===== src/rtl/collatz_stats_if.sv =====
// Result-record interface for collatz_stats.
// master: the monitor (drives the record and res_vld, samples res_rdy).
// slave:  the reporting/IO stage (samples the record, drives res_rdy).
// Signals: res_vld/res_rdy handshake, res_seed, res_steps, res_max, res_sat, res_err,
//          and res_odd when COLLATZ_ODD_CNT_EN is defined.
interface collatz_stats_if #(
    parameter int unsigned XW = 16,
    parameter int unsigned SW = 10
);
    logic          res_vld;
    logic          res_rdy;
    logic [7:0]    res_seed;
    logic [SW-1:0] res_steps;
    logic [XW-1:0] res_max;
    logic          res_sat;
    logic          res_err;
`ifdef COLLATZ_ODD_CNT_EN
    logic [SW-1:0] res_odd;
`endif

    modport master (
        output res_vld,
        input  res_rdy,
        output res_seed,
        output res_steps,
        output res_max,
        output res_sat,
`ifdef COLLATZ_ODD_CNT_EN
        output res_odd,
`endif
        output res_err
    );

    modport slave (
        input  res_vld,
        output res_rdy,
        input  res_seed,
        input  res_steps,
        input  res_max,
        input  res_sat,
`ifdef COLLATZ_ODD_CNT_EN
        input  res_odd,
`endif
        input  res_err
    );
endinterface


===== src/rtl/collatz_stats.sv =====
// collatz_stats: downstream monitor for the Collatz core.
// Per run it latches the seed, counts x changes while bs=1 (saturating), tracks the peak x,
// flags a timeout when bs does not rise within TO cycles of the start, and offers one result
// record over a valid/ready handshake.
// Ports:
//   clk, rst   clock (rising edge), asynchronous active-high reset
//   co, st     seed and start strobe driven to the core
//   x, bs      current value and busy from the core
//   idle       high while waiting for a start
//   res        result record (collatz_stats_if.master)
// Optional feature: define COLLATZ_ODD_CNT_EN to add res_odd, a saturating count of
// counted changes whose previous value was odd (3n+1 steps).
module collatz_stats #(
    parameter int unsigned XW = 16,
    parameter int unsigned SW = 10,
    parameter int unsigned TO = 16
) (
    input  logic          clk,
    input  logic          rst,
    input  logic [7:0]    co,
    input  logic          st,
    input  logic [XW-1:0] x,
    input  logic          bs,
    output logic          idle,
    collatz_stats_if.master res
);

    localparam int unsigned TW = (TO > 1) ? $clog2(TO) : 1;
    localparam logic [TW-1:0] TmrLast = TW'(TO - 1);
    localparam logic [SW-1:0] CntMax = '1;

    typedef enum logic [1:0] {StIdle, StArm, StRun, StHold} state_e;

    state_e        state_q, state_d;
    logic [7:0]    seed_q, seed_d;
    logic [SW-1:0] steps_q, steps_d;
    logic [XW-1:0] max_q, max_d;
    logic [XW-1:0] x_prev_q, x_prev_d;
    logic [TW-1:0] tmr_q, tmr_d;
    logic          sat_q, sat_d;
    logic          err_q, err_d;
`ifdef COLLATZ_ODD_CNT_EN
    logic [SW-1:0] odd_q, odd_d;
`endif

    // State register
    always_ff @(posedge clk or posedge rst) begin
        if (rst) begin
            state_q <= StIdle;
        end else begin
            state_q <= state_d;
        end
    end

    // Next-state logic
    always_comb begin
        state_d = state_q;
        unique case (state_q)
            StIdle: if (st) state_d = StArm;
            StArm: begin
                if (bs) begin
                    state_d = StRun;
                end else if (tmr_q == TmrLast) begin
                    state_d = StHold;
                end
            end
            StRun:  if (!bs) state_d = StHold;
            StHold: if (res.res_rdy) state_d = StIdle;
            default: state_d = StIdle;
        endcase
    end

    // Outputs decode the state register only, so no input reaches an output combinationally.
    always_comb begin
        idle        = (state_q == StIdle);
        res.res_vld = (state_q == StHold);
    end

    // Record datapath
    always_comb begin
        seed_d   = seed_q;
        steps_d  = steps_q;
        max_d    = max_q;
        x_prev_d = x_prev_q;
        tmr_d    = tmr_q;
        sat_d    = sat_q;
        err_d    = err_q;
`ifdef COLLATZ_ODD_CNT_EN
        odd_d    = odd_q;
`endif
        case (state_q)
            StIdle: begin
                if (st) begin
                    seed_d  = co;
                    steps_d = '0;
                    max_d   = '0;
                    sat_d   = 1'b0;
                    err_d   = 1'b0;
                    tmr_d   = '0;
`ifdef COLLATZ_ODD_CNT_EN
                    odd_d   = '0;
`endif
                end
            end
            StArm: begin
                if (bs) begin
                    x_prev_d = x;
                    max_d    = x;
                end else if (tmr_q == TmrLast) begin
                    err_d   = 1'b1;
                    steps_d = '0;
                    max_d   = '0;
`ifdef COLLATZ_ODD_CNT_EN
                    odd_d   = '0;
`endif
                end else begin
                    tmr_d = tmr_q + 1'b1;
                end
            end
            StRun: begin
                // A change coinciding with bs falling is deliberately not counted.
                if (bs && (x != x_prev_q)) begin
                    x_prev_d = x;
                    if (x > max_q) max_d = x;
                    if (steps_q != CntMax) begin
                        steps_d = steps_q + 1'b1;
                        if (steps_q == CntMax - 1'b1) sat_d = 1'b1;
                    end
`ifdef COLLATZ_ODD_CNT_EN
                    if (x_prev_q[0] && (odd_q != CntMax)) odd_d = odd_q + 1'b1;
`endif
                end
            end
            default: ;
        endcase
    end

    always_ff @(posedge clk or posedge rst) begin
        if (rst) begin
            seed_q   <= '0;
            steps_q  <= '0;
            max_q    <= '0;
            x_prev_q <= '0;
            tmr_q    <= '0;
            sat_q    <= 1'b0;
            err_q    <= 1'b0;
`ifdef COLLATZ_ODD_CNT_EN
            odd_q    <= '0;
`endif
        end else begin
            seed_q   <= seed_d;
            steps_q  <= steps_d;
            max_q    <= max_d;
            x_prev_q <= x_prev_d;
            tmr_q    <= tmr_d;
            sat_q    <= sat_d;
            err_q    <= err_d;
`ifdef COLLATZ_ODD_CNT_EN
            odd_q    <= odd_d;
`endif
        end
    end

    assign res.res_seed  = seed_q;
    assign res.res_steps = steps_q;
    assign res.res_max   = max_q;
    assign res.res_sat   = sat_q;
    assign res.res_err   = err_q;
`ifdef COLLATZ_ODD_CNT_EN
    assign res.res_odd   = odd_q;
`endif

endmodule


===== src/flat_wrapper.sv =====
// flat-port wrapper written by rule: the top's interface ports become plain ports
module collatz_stats_flat 
#(
    parameter int unsigned XW = 16,
    parameter int unsigned SW = 10,
    parameter int unsigned TO = 16
)
  (clk, rst, co, st, x, bs, idle, res_res_vld, res_res_rdy, res_res_seed, res_res_steps, res_res_max, res_res_sat, res_res_err);
  collatz_stats_if #(.XW(XW), .SW(SW)) res_i ();
  input  logic clk;
  input  logic rst;
  input  logic [7:0] co;
  input  logic st;
  input  logic [XW-1:0] x;
  input  logic bs;
  output logic idle;
  output wire logic [$bits(res_i.res_vld)-1:0] res_res_vld;
  input wire logic [$bits(res_i.res_rdy)-1:0] res_res_rdy;
  output wire logic [$bits(res_i.res_seed)-1:0] res_res_seed;
  output wire logic [$bits(res_i.res_steps)-1:0] res_res_steps;
  output wire logic [$bits(res_i.res_max)-1:0] res_res_max;
  output wire logic [$bits(res_i.res_sat)-1:0] res_res_sat;
  output wire logic [$bits(res_i.res_err)-1:0] res_res_err;
  assign res_res_vld = res_i.res_vld;
  assign res_i.res_rdy = res_res_rdy;
  assign res_res_seed = res_i.res_seed;
  assign res_res_steps = res_i.res_steps;
  assign res_res_max = res_i.res_max;
  assign res_res_sat = res_i.res_sat;
  assign res_res_err = res_i.res_err;
  collatz_stats #(.XW(XW), .SW(SW), .TO(TO)) u_core (.clk(clk), .rst(rst), .co(co), .st(st), .x(x), .bs(bs), .idle(idle), .res(res_i));
endmodule

===== config.mk =====
export PLATFORM = sky130hd
export DESIGN_NAME = collatz_stats_flat
export DESIGN_NICKNAME = d
export VERILOG_FILES = /design/src/rtl/collatz_stats_if.sv /design/src/rtl/collatz_stats.sv /design/src/flat_wrapper.sv
export SDC_FILE = /design/constraint.sdc
export NUM_CORES = 1
export LEC_CHECK = 0
export ABC_AREA = 0
export BUFFER_PORTS_ARGS = -buffer_cell sky130_fd_sc_hd__clkbuf_2
export CORE_ASPECT_RATIO = 1.5
export CORE_MARGIN = 1
export CORE_UTILIZATION = 51
export CTS_BUF_LIST = sky130_fd_sc_hd__clkbuf_8
export CTS_CLUSTER_DIAMETER = 100
export DETAILED_ROUTE_END_ITERATION = 6
export PLACE_DENSITY = 0.78
export REMOVE_ABC_BUFFERS = 1
export SLEW_MARGIN = 20
export SYNTH_ARGS = -nofsm -noshare
export SYNTH_HDL_FRONTEND = slang
export SYNTH_SLANG_ARGS = --single-unit
export TNS_END_PERCENT = 5

===== constraint.sdc =====
create_clock -name clk -period 2.3 [get_ports clk]
set_input_delay 0 -clock clk [delete_from_list [all_inputs] [get_ports clk]]
set_output_delay 0 -clock clk [all_outputs]
set_load 0.03 [all_outputs]

==> results.yml <==
final_layout:
  nNetsFinal: 492
  finalCoreUtilization_pct: 72.2
  drive_gt1_share_pct: 36.0
  n_antenna_cell: 0
  area_growth_pct: 36.0
  most-common-layout-cells: "sky130_fd_sc_hd__clkbuf_2 (66), sky130_fd_sc_hd__dfrtp_1 (58), sky130_fd_sc_hd__nand2_1 (31)"
  layout_commonest_cell: "sky130_fd_sc_hd__clkbuf_2"
worst_hold_path:
  holdCritPathClass: "input pin to flop"
  min_path_cells: 3
setup_path:
  required_ns: 2.55
  worstSetupPathType: "flop to flop"
  endpoint_arrival_time_on_the_critical_path_ns: 2.64
  cp-start-kind: "flop"
  cp_max_fo: 8
  type_of_destination_of_the_critical_path: "flop"
  worst_r2r_path_depth: 9
clock_network:
  cts_root_buffer: "sky130_fd_sc_hd__clkbuf_8"
  h-tree-depth: 3
  cts_tree: "done"
  tritoncts.num_buffers: 9
  clkSinkCount: 58
  clockBufferDepth: 2
  clk_pin_slew_ns: 0.07
  clock_latency_ns: 0.35
detailed_routing:
  first_iter_violations: 125
  detail_route.vias_per_cell: 5.46
  post-route-drc-count: 0
  tritonroute_pass_1_iters: 6
  route.antenna.remaining_nets: 0
  dr_total_vias: 2829
  route.detailed.wl_per_inst_um: 16.1
  postRouteWirelength_um: 8340
yosys:
  post_synth_instance_area_mm2: 0.00328
  netlist_top_cells_area: "sky130_fd_sc_hd__dfrtp_1 (44%), sky130_fd_sc_hd__ha_1 (9.2%), sky130_fd_sc_hd__mux2_2 (8.2%)"
  yosysTopAreaCellShare_pct: 44.2
  yosys_warns: 0
  synth_edf_count: 0
  dominantRegCellSynth: "sky130_fd_sc_hd__dfrtp_1"
  synth-seq-cells: 58
  synth_cells: 320
  synthesis.area_per_instance_um2: 10.3
  async_reset_ff_share_pct: 100
  synth.yosys.seq_area_share_pct: 44.2
  synthDominantAreaCellType: "sky130_fd_sc_hd__dfrtp_1"
  netlist-cell-type-count: 40
global_route:
  gr-total-overflow: 0
  antenna_found_initial: 0
  grtUsageTotal_pct: 24.9
  first_global_vias: 2810
  pin_count_of_the_biggest_net_entering_global_routing: 24
  grt_first_pass_wirelength_um: 12400
timing:
  final_period_minus_worst_setup_slack_ns: 2.39
  timing.final.hold_violations: 0
  final.setup.worst_slack_ns: -0.0881
  final.period_utilization_pct: 104
  report.final.setup_viol: 3
  rsz0062_at_grt: "yes"
  finClkSkew_ns: 0.00973
  maxClockFrequency_ghz: 0.419
  drv_slew: 0
  worst_slew_pin_slew_ns: 0.544
  tns_ns: -0.111
  timing.max_slew.rel_slack_pct: 63.7
floorplanning:
  core_region_area_mm2: 0.00617
  initial_core_util_pct: 53.1
  die_area_mm2: 0.00676
  die_width_um: 67.5
  floorplan.rows: 35
  pin_count: 67
  chipHeight_um: 100
placed_design:
  dp.final_hpwl_um: 5170
  placement.io_buffers: 66
  routabilityCongestion: 0.795
outcome:
  violations_in_the_final_reports: "negative setup slack"
  result_of_the_run: "complete, but fails checks"
power_and_ir_drop:
  max-vdd-ir-drop_mv: 0.725
  total_chip_power_w: 0.00532
  power_density_mw_per_mm2: 1190
  power.leakage_nw: 2.11
run:
  cap_viol_max_count: 0
state kept, by name (all words and copies together) (netlist names):
signal / count
u_core.res.res_err: 1
u_core.res.res_max: 16
u_core.res.res_sat: 1
u_core.res.res_seed: 8
u_core.res.res_steps: 10
u_core.state_q: 2
u_core.tmr_q: 4
u_core.x_prev_q: 16
worst max-delay path, cell delays in order, from the launching register on:
cell and delay (ns):
sky130_fd_sc_hd__dfrtp_1 0.38, sky130_fd_sc_hd__inv_2 0.06, sky130_fd_sc_hd__ha_4 0.27, sky130_fd_sc_hd__nand4_1 0.15, sky130_fd_sc_hd__buf_4 0.20, sky130_fd_sc_hd__nor4_4 0.38
sky130_fd_sc_hd__a21oi_2 0.12, sky130_fd_sc_hd__a31oi_4 0.26, sky130_fd_sc_hd__clkbuf_16 0.21, sky130_fd_sc_hd__mux2i_1 0.24
layer usage:
layer  wire length [um]  vias to the layer above  track usage, %
met5                  0                        -               0
met4                257                        0            10.1
met3                366                       25            6.36
met2               4500                      100            45.2
met1               3220                     1353            26.1
li1                   -                     1351               -
power by group:
part           leakage [nW]  total [W]  internal (W)  switching (W)
Sequential            0.744    0.00156       0.00135       0.000209
Combinational          1.26    0.00279       0.00125        0.00154
Clock                 0.105   0.000979      0.000553       0.000426
Total                  2.11    0.00532       0.00315        0.00217
cell type report:
class / count / area, um^2
multi-input combinational: 228 / 1810
sequential: 58 / 1450
clock inverter: 5 / 52.6
timing repair buffer: 117 / 806
fill: 447 / 1710
inverter: 25 / 93.8
clock buffer: 11 / 151
tap: 74 / 92.6
synth_stat cells (all sizes together) (7+ instances only):
cell type  count
a21oi         26
or3            7
mux2i         17
nand3         10
ha            24
inv           25
dfrtp         58
o21ai         17
xor2          16
nor2          14
mux2          24
nand2         32
logic make-up (layout without fill, tap and decap cells):
logic type | after synthesis | count (layout) | share of synthesized area, %
and+or+nand+nor | 90 | 90 | 13.7
DFF | 58 | 58 | 44.2
AOI/OAI and AO/OA | 57 | 57 | 10.6
muxes | 41 | 41 | 13.4
buffers and inverters | 34 | 158 | 4.54
adders and majority gates | 24 | 24 | 9.15
xor gates and xnor gates | 16 | 16 | 4.27
through the flow:
| stage | hold WS (ns) | cell area, um^2 | setup slack (ns) | cells |
|---|---|---|---|---|
| floorplan | 0.134 | 3230 | -0.250 | 311 |
| global placement | 0.0509 | 3790 | 0.0900 | 468 |
| detailed placement | 0.0577 | 3790 | 0.0632 | 468 |
| CTS | 0.0463 | 4250 | 0.0212 | 509 |
| global route | 0.0778 | 4460 | -0.156 | 518 |
| finish | 0.0541 | 4460 | -0.0881 | 518 |
path summary, 6_finish.rpt:
path	slack [ns]	start	end
setup / recovery	-0.09	u_core.res.res_max[14]$_DFFE_PP0P_	u_core.res.res_max[4]$_DFFE_PP0P_
hold / removal	0.05	st	u_core.tmr_q[3]$_DFFE_PP0P_
setup reg to reg	-0.09	u_core.res.res_max[14]$_DFFE_PP0P_	u_core.res.res_max[4]$_DFFE_PP0P_
hold reg to reg	0.50	u_core.res.res_seed[4]$_DFFE_PP0P_	u_core.res.res_seed[4]$_DFFE_PP0P_
max in group asynchronous	1.41	rst	u_core.res.res_sat$_DFFE_PP0P_
min in group asynchronous	0.23	rst	u_core.res.res_steps[4]$_DFFE_PP0P_
repair_timing:
item | CTS | global route
hold buffers | 25 | 0
gates cloned | 0 | 1
buffers inserted | 0 | 8
pin swaps | 0 | 10
hold endpoints to repair | 61 | 0
endpoints found under the setup margin | 16 | 38
gates resized for setup | 1 | 21
No activity file was read; power rests on OpenSTA's default activity.
